File: src/rtl/rx_pkg.sv
// Shared types and default constants for the AWGN receive detector.
//   rx_state_t : frame FSM states (HUNT for the sync word, LOCK while packing payload)
//   DEF_*      : default parameter values used by the top and the integrator
package rx_pkg;

    typedef enum logic {
        HUNT = 1'b0,
        LOCK = 1'b1
    } rx_state_t;

    localparam int unsigned SAMPLE_W          = 16;
    localparam int unsigned DEF_SPS           = 8;
    localparam int unsigned DEF_ACC_W         = 19;
    localparam int unsigned DEF_SYNC_W        = 16;
    localparam logic [15:0] DEF_SYNC_WORD     = 16'hA5F0;
    localparam int unsigned DEF_PAYLOAD_BYTES = 4;
    localparam int unsigned BYTE_W            = 8;

endpackage

File: src/rtl/integrate_dump.sv
// Integrate-and-dump symbol slicer: sums SPS signed samples, then decides
// the antipodal bit from the sign of the total (zero counts as a 1).
//   clk, reset_n : clock, async active-low reset
//   clear        : synchronous flush of accumulator/counter; sample on this edge is discarded
//   sample_in    : signed 16-bit sample, accepted when sample_valid is high
//   bit_out      : decided bit, held until the next decision
//   bit_valid    : one-cycle pulse after the edge that accepted the last sample of a symbol
module integrate_dump
    import rx_pkg::*;
#(
    parameter int unsigned SPS   = DEF_SPS,
    parameter int unsigned ACC_W = DEF_ACC_W
) (
    input  logic                clk,
    input  logic                reset_n,
    input  logic                clear,
    input  logic [SAMPLE_W-1:0] sample_in,
    input  logic                sample_valid,
    output logic                bit_out,
    output logic                bit_valid
);

    localparam int unsigned CNT_W = (SPS > 1) ? $clog2(SPS) : 1;

    logic [ACC_W-1:0] acc;
    logic [CNT_W-1:0] cnt;
    logic [ACC_W-1:0] sum_c;

    // Sign-extended running sum including the sample currently offered.
    assign sum_c = acc + {{(ACC_W-SAMPLE_W){sample_in[SAMPLE_W-1]}}, sample_in};

    // Accumulate, dump on the last sample of each symbol.
    always_ff @(posedge clk or negedge reset_n) begin
        if (!reset_n) begin
            acc       <= '0;
            cnt       <= '0;
            bit_out   <= 1'b0;
            bit_valid <= 1'b0;
        end else if (clear) begin
            acc       <= '0;
            cnt       <= '0;
            bit_out   <= 1'b0;
            bit_valid <= 1'b0;
        end else begin
            bit_valid <= 1'b0;
            if (sample_valid) begin
                if (cnt == CNT_W'(SPS - 1)) begin
                    bit_out   <= ~sum_c[ACC_W-1];
                    bit_valid <= 1'b1;
                    acc       <= '0;
                    cnt       <= '0;
                end else begin
                    acc <= sum_c;
                    cnt <= cnt + CNT_W'(1);
                end
            end
        end
    end

endmodule

File: src/rtl/awgn_rx_detector.sv
// Receive end of the AWGN channel model: slices symbols, hunts for the sync
// word, then packs PAYLOAD_BYTES bytes MSB-first onto a valid/ready port.
//   clk, reset_n           : clock, async active-low reset
//   sample_in/sample_valid : noisy signed channel samples
//   resync                 : synchronous abort back to HUNT, clears data_valid/overflow
//   data_out/data_valid    : payload byte port, consumed when data_ready is high
//   locked                 : high while in LOCK
//   overflow               : sticky, a completed byte was dropped under backpressure
module awgn_rx_detector
    import rx_pkg::*;
#(
    parameter int unsigned          SPS           = DEF_SPS,
    parameter int unsigned          ACC_W         = DEF_ACC_W,
    parameter int unsigned          SYNC_W        = DEF_SYNC_W,
    parameter logic [SYNC_W-1:0]    SYNC_WORD     = SYNC_W'(DEF_SYNC_WORD),
    parameter int unsigned          PAYLOAD_BYTES = DEF_PAYLOAD_BYTES
) (
    input  logic                clk,
    input  logic                reset_n,
    input  logic [SAMPLE_W-1:0] sample_in,
    input  logic                sample_valid,
    input  logic                resync,
    output logic [BYTE_W-1:0]   data_out,
    output logic                data_valid,
    input  logic                data_ready,
    output logic                locked,
    output logic                overflow
);

    localparam int unsigned BIT_CNT_W  = $clog2(BYTE_W);
    localparam int unsigned BYTE_CNT_W = (PAYLOAD_BYTES > 1) ? $clog2(PAYLOAD_BYTES) : 1;
    localparam logic [BYTE_CNT_W-1:0] LAST_BYTE = BYTE_CNT_W'(PAYLOAD_BYTES - 1);

    logic                  bit_out;
    logic                  bit_valid;

    rx_state_t             state, state_d;
    logic [SYNC_W-1:0]     sreg, sreg_d;
    logic [BYTE_W-1:0]     byte_reg, byte_reg_d;
    logic [BIT_CNT_W-1:0]  bit_cnt, bit_cnt_d;
    logic [BYTE_CNT_W-1:0] byte_cnt, byte_cnt_d;
    logic                  byte_done_c;
    logic [BYTE_W-1:0]     byte_val_c;

    integrate_dump #(
        .SPS   (SPS),
        .ACC_W (ACC_W)
    ) u_integrate (
        .clk          (clk),
        .reset_n      (reset_n),
        .clear        (resync),
        .sample_in    (sample_in),
        .sample_valid (sample_valid),
        .bit_out      (bit_out),
        .bit_valid    (bit_valid)
    );

    // Frame FSM state and datapath registers.
    always_ff @(posedge clk or negedge reset_n) begin
        if (!reset_n) begin
            state    <= HUNT;
            sreg     <= '0;
            byte_reg <= '0;
            bit_cnt  <= '0;
            byte_cnt <= '0;
            locked   <= 1'b0;
        end else begin
            state    <= state_d;
            sreg     <= sreg_d;
            byte_reg <= byte_reg_d;
            bit_cnt  <= bit_cnt_d;
            byte_cnt <= byte_cnt_d;
            locked   <= (state_d == LOCK);
        end
    end

    // Next-state: sync hunt in HUNT, MSB-first byte packing in LOCK.
    always_comb begin
        state_d     = state;
        sreg_d      = sreg;
        byte_reg_d  = byte_reg;
        bit_cnt_d   = bit_cnt;
        byte_cnt_d  = byte_cnt;
        byte_done_c = 1'b0;
        byte_val_c  = {byte_reg[BYTE_W-2:0], bit_out};

        if (resync) begin
            state_d    = HUNT;
            sreg_d     = '0;
            byte_reg_d = '0;
            bit_cnt_d  = '0;
            byte_cnt_d = '0;
        end else if (bit_valid) begin
            unique case (state)
                HUNT: begin
                    sreg_d = {sreg[SYNC_W-2:0], bit_out};
                    // The final sync bit only triggers LOCK; it is not payload.
                    if (sreg_d == SYNC_WORD) begin
                        state_d    = LOCK;
                        bit_cnt_d  = '0;
                        byte_cnt_d = '0;
                    end
                end
                LOCK: begin
                    byte_reg_d = byte_val_c;
                    bit_cnt_d  = bit_cnt + BIT_CNT_W'(1);
                    if (bit_cnt == BIT_CNT_W'(BYTE_W - 1)) begin
                        byte_done_c = 1'b1;
                        if (byte_cnt == LAST_BYTE) begin
                            state_d    = HUNT;
                            sreg_d     = '0;
                            byte_cnt_d = '0;
                        end else begin
                            byte_cnt_d = byte_cnt + BYTE_CNT_W'(1);
                        end
                    end
                end
                default: state_d = HUNT;
            endcase
        end
    end

    // Single-entry output register; a byte arriving while full and stalled is dropped.
    always_ff @(posedge clk or negedge reset_n) begin
        if (!reset_n) begin
            data_out   <= '0;
            data_valid <= 1'b0;
            overflow   <= 1'b0;
        end else if (resync) begin
            data_valid <= 1'b0;
            overflow   <= 1'b0;
        end else if (byte_done_c) begin
            if (!data_valid || data_ready) begin
                data_out   <= byte_val_c;
                data_valid <= 1'b1;
            end else begin
                overflow <= 1'b1;
            end
        end else if (data_valid && data_ready) begin
            data_valid <= 1'b0;
        end
    end

endmodule
File: config.mk
export PLATFORM = sky130hd
export DESIGN_NAME = awgn_rx_detector
export DESIGN_NICKNAME = d
export VERILOG_FILES = /design/src/rtl/rx_pkg.sv /design/src/rtl/integrate_dump.sv /design/src/rtl/awgn_rx_detector.sv
export SDC_FILE = /design/constraint.sdc
export NUM_CORES = 1
export LEC_CHECK = 0
export ABC_AREA = 1
export ABC_CLOCK_PERIOD_IN_PS = 2160
export BUFFER_PORTS_ARGS = -buffer_cell sky130_fd_sc_hd__buf_2
export CAP_MARGIN = 20
export CELL_PAD_IN_SITES_DETAIL_PLACEMENT = 0
export CELL_PAD_IN_SITES_GLOBAL_PLACEMENT = 1
export CORE_ASPECT_RATIO = 0.5
export CORE_MARGIN = 2
export CORE_UTILIZATION = 30
export CTS_CLUSTER_DIAMETER = 100
export DETAILED_ROUTE_END_ITERATION = 6
export HOLD_SLACK_MARGIN = 0.1
export PLACE_DENSITY_LB_ADDON = 0.1
export SYNTH_ARGS = -nofsm -noshare
export SYNTH_HDL_FRONTEND = slang
export SYNTH_SLANG_ARGS = --single-unit
File: constraint.sdc
create_clock -name clk -period 2.16 [get_ports clk]
set_input_delay 0.216 -clock clk [delete_from_list [all_inputs] [get_ports clk]]
set_output_delay 0.216 -clock clk [all_outputs]
set_load 0.005 [all_outputs]
==> flow_metrics.tcl <==
set metrics [dict create \
    syn_nets 519 \
    final.setup.worst_slack_ps 239 \
    mostFrequentLayoutCells "nand2_1 (149), dfrtp_1 (62), inv_1 (50)" \
    synth_cell_types 32 \
    grt_pass1_wl_mm 15.4 \
    largest_reg_flops 19 \
    ys_warn_count 0 \
    htree_levels 3 \
    port_buffers 31 \
    synth-simple-area-share 0.295 \
    r2r_cells 10 \
    tns_ps 0 \
    synth.cell_area_um2 3670 \
    final_common_cell "nand2_1" \
    synth.yosys.seq_area_share 0.423 \
    antenna_found_initial 0 \
    core_um2 11900 \
    die_h_um 82.2 \
    yosysTopAreaCell "dfrtp_1" \
    cts_sinks 62 \
    synth_mux_area_frac 0.00273 \
    top_regs "u_integrate.acc x19, sreg x15, data_out x8" \
    area_growth_pct 19.3 \
    startpoint_type "flop" \
    r2r-end "u_integrate.acc[12]" \
    dr_total_vias 3051 \
    holdPathStages 3 \
    worstHoldStart "sample_valid" \
    p_leak_uw 0.00232 \
    die_area_um2 13200 \
    crit_start "u_integrate.acc[0]" \
    maxSlewHeadroom 0.472 \
    cts_setup_buffers 0 \
    die_w_um 160 \
    finalSetupViolations 0 \
    ys_ff_latch 62 \
    cp-end-kind "flop" \
    powerDensity_nw_per_um2 794 \
    grt_use_total 0.151 \
    globalplace.congestion 0.778 \
    n_antenna_cell 0 \
    clockBufferDepth 2 \
    overflow 0 \
    drc_errors 0 \
    clk_pin_slew_ps 60 \
    cts_buffers 9 \
    drv_cap 0 \
    rsz0062_at_grt "false" \
    top_register "u_integrate.acc" \
    via_per_inst 4.45 \
    final_core_util 0.369 \
    min_period_over_period 0.889 \
    max_freq_mhz 521 \
    hold_path_end "u_integrate.cnt[2]" \
    insertion_delay_ps 330 \
    synth_area_per_cell_um2 7.74 \
    synthTopCellsByArea "dfrtp_1 (42%), nand2_1 (15%), ha_1 (7.8%)" \
    peakVddDrop_mv 0.319 \
    drive_gt1_frac 0.156 \
    fin_cells 685 \
    wire_per_inst_um 13.4 \
    crit_fanout 4 \
    dp_hpwl_mm 6.54 \
    cp.required_ps 2380 \
    timing.final.crit_period_ps 1920 \
    synthAdderAreaFrac 0.0838 \
    ant_nets 0 \
    drtIter0Drc 121 \
    nFillCells 1270 \
    synth_top_family_by_area "simple AND/OR/NAND/NOR gates" \
    max_slew.worst_pin.slew_ps 791 \
    ios 32 \
    worstPathArrival_ps 2140 \
    finalClockSkew_ps 8.56 \
    synth_top_area_frac 0.423 \
    r2r_slack_ps 240 \
    synthCells 474 \
    r2r-start "u_integrate.acc[0]" \
    crit_type "reg -> reg" \
    dr.pass1.iters 4 \
    hp-class "in -> reg" \
    synth_xor_area_frac 0.00477 \
    wirelength_mm 9.17 \
    drv_slew 0 \
    cts_tree "built" \
    status "completed" \
    grt_pass1_vias 3049 \
    nets 560 \
    pre_cts_ws_ps 188 \
    hold_ws_ps 182 \
    grt_start_max_net_pins 63 \
    hold_viol 0 \
    rows 28 \
    cts-root-buf "clkbuf_16" \
    synth_compound_area_frac 0.117 \
    initial_core_util 0.309 \
    dp.cells 668 \
]
critical path, cell delays in order, from the launching register on:
cell,delay (ps)
dfrtp_1,380
ha_1,250
fa_1,450
inv_1,90
nor2_2,50
nor2_2,150
o21ai_2,120
nand2_1,100
nand3b_1,80
nand3_1,90
nand2_1,50
power breakdown:
part	switching, uW	internal [uW]	total [uW]
clock network	594	1030	1620
registers	31.2	1210	1250
logic	396	212	608
total	1020	2460	3480
cell type report:
type	instances	area, um2	area share
Multi-Input combinational cell	350	1850	0.422
Inverter	53	201	0.0460
Timing Repair Buffer	39	243	0.0554
Sequential cell	62	1550	0.354
Tap cell	165	206	0.0471
Clock buffer	9	225	0.0514
Clock inverter	7	104	0.0237
synthesized netlist by cell type:
| library cell | number |
|---|---|
| ha_1 | 23 |
| nand3b_1 | 5 |
| nor2_2 | 5 |
| nand3_1 | 41 |
| a22o_1 | 2 |
| nand2_1 | 149 |
| nor4_1 | 1 |
| nor3_1 | 5 |
| fa_1 | 1 |
| a21oi_1 | 20 |
| nand2_4 | 2 |
| buf_2 | 4 |
| a32o_1 | 1 |
| dfrtp_1 | 62 |
| nor3_4 | 1 |
| nand4_1 | 3 |
| inv_2 | 2 |
| buf_6 | 4 |
| o21ai_0 | 27 |
| nor2_1 | 35 |
| nand3_2 | 1 |
| mux2i_1 | 1 |
| o21ai_2 | 9 |
| xnor2_1 | 2 |
| inv_1 | 50 |
| inv_4 | 1 |
| nand2_2 | 3 |
| buf_4 | 1 |
| o22ai_1 | 5 |
| o21ai_1 | 6 |
| a21oi_2 | 1 |
| a21oi_4 | 1 |
routing by layer:
metal	share of wire	wire, um	global-route usage	vias up
li1	-	-	-	1628
met1	0.55	5050	0.211	1390
met2	0.42	3810	0.237	23
met3	0.023	212	0.0345	10
met4	0.010	95	0.0459	0
met5	0	0	0	-
what timing repair did:
item,in CTS,in global routing
hold buffers,1,0
gates resized for setup,0,1
endpoints found under the hold margin,62,0
endpoints found under the setup margin,0,1
how the worst max path moves through the flow:
| stage | to | slack [ps] |
|---|---|---|
| 2_1_floorplan | u_integrate.acc[12] | 400 |
| 3_3_place_gp | u_integrate.acc[14] | 230 |
| 3_5_place_dp | u_integrate.acc[12] | 190 |
| 4_1_cts | u_integrate.acc[12] | 160 |
| 5_1_grt | sreg[1] | 7 |
| 6_report | u_integrate.acc[12] | 240 |
metrics by stage:
step / total power (uW) / instance area [um2]
6_report: 3480 / 4380
5_1_grt: 3680 / 4380
4_1_cts: 3540 / 4380
3_5_place_dp: 1880 / 4040
3_3_place_gp: 1890 / 4040
2_1_floorplan: 1690 / 3670
cell families (layout without fill, tap and decap cells):
family,after synthesis,in the layout
buffers and inverters,62,108
muxes,1,1
DFF,62,62
xor gates and xnor gates,2,2
and+or+nand+nor,251,251
AOI/OAI and AO/OA,72,72
adders and majority gates,24,24
Power figures use the tool's default switching activity.
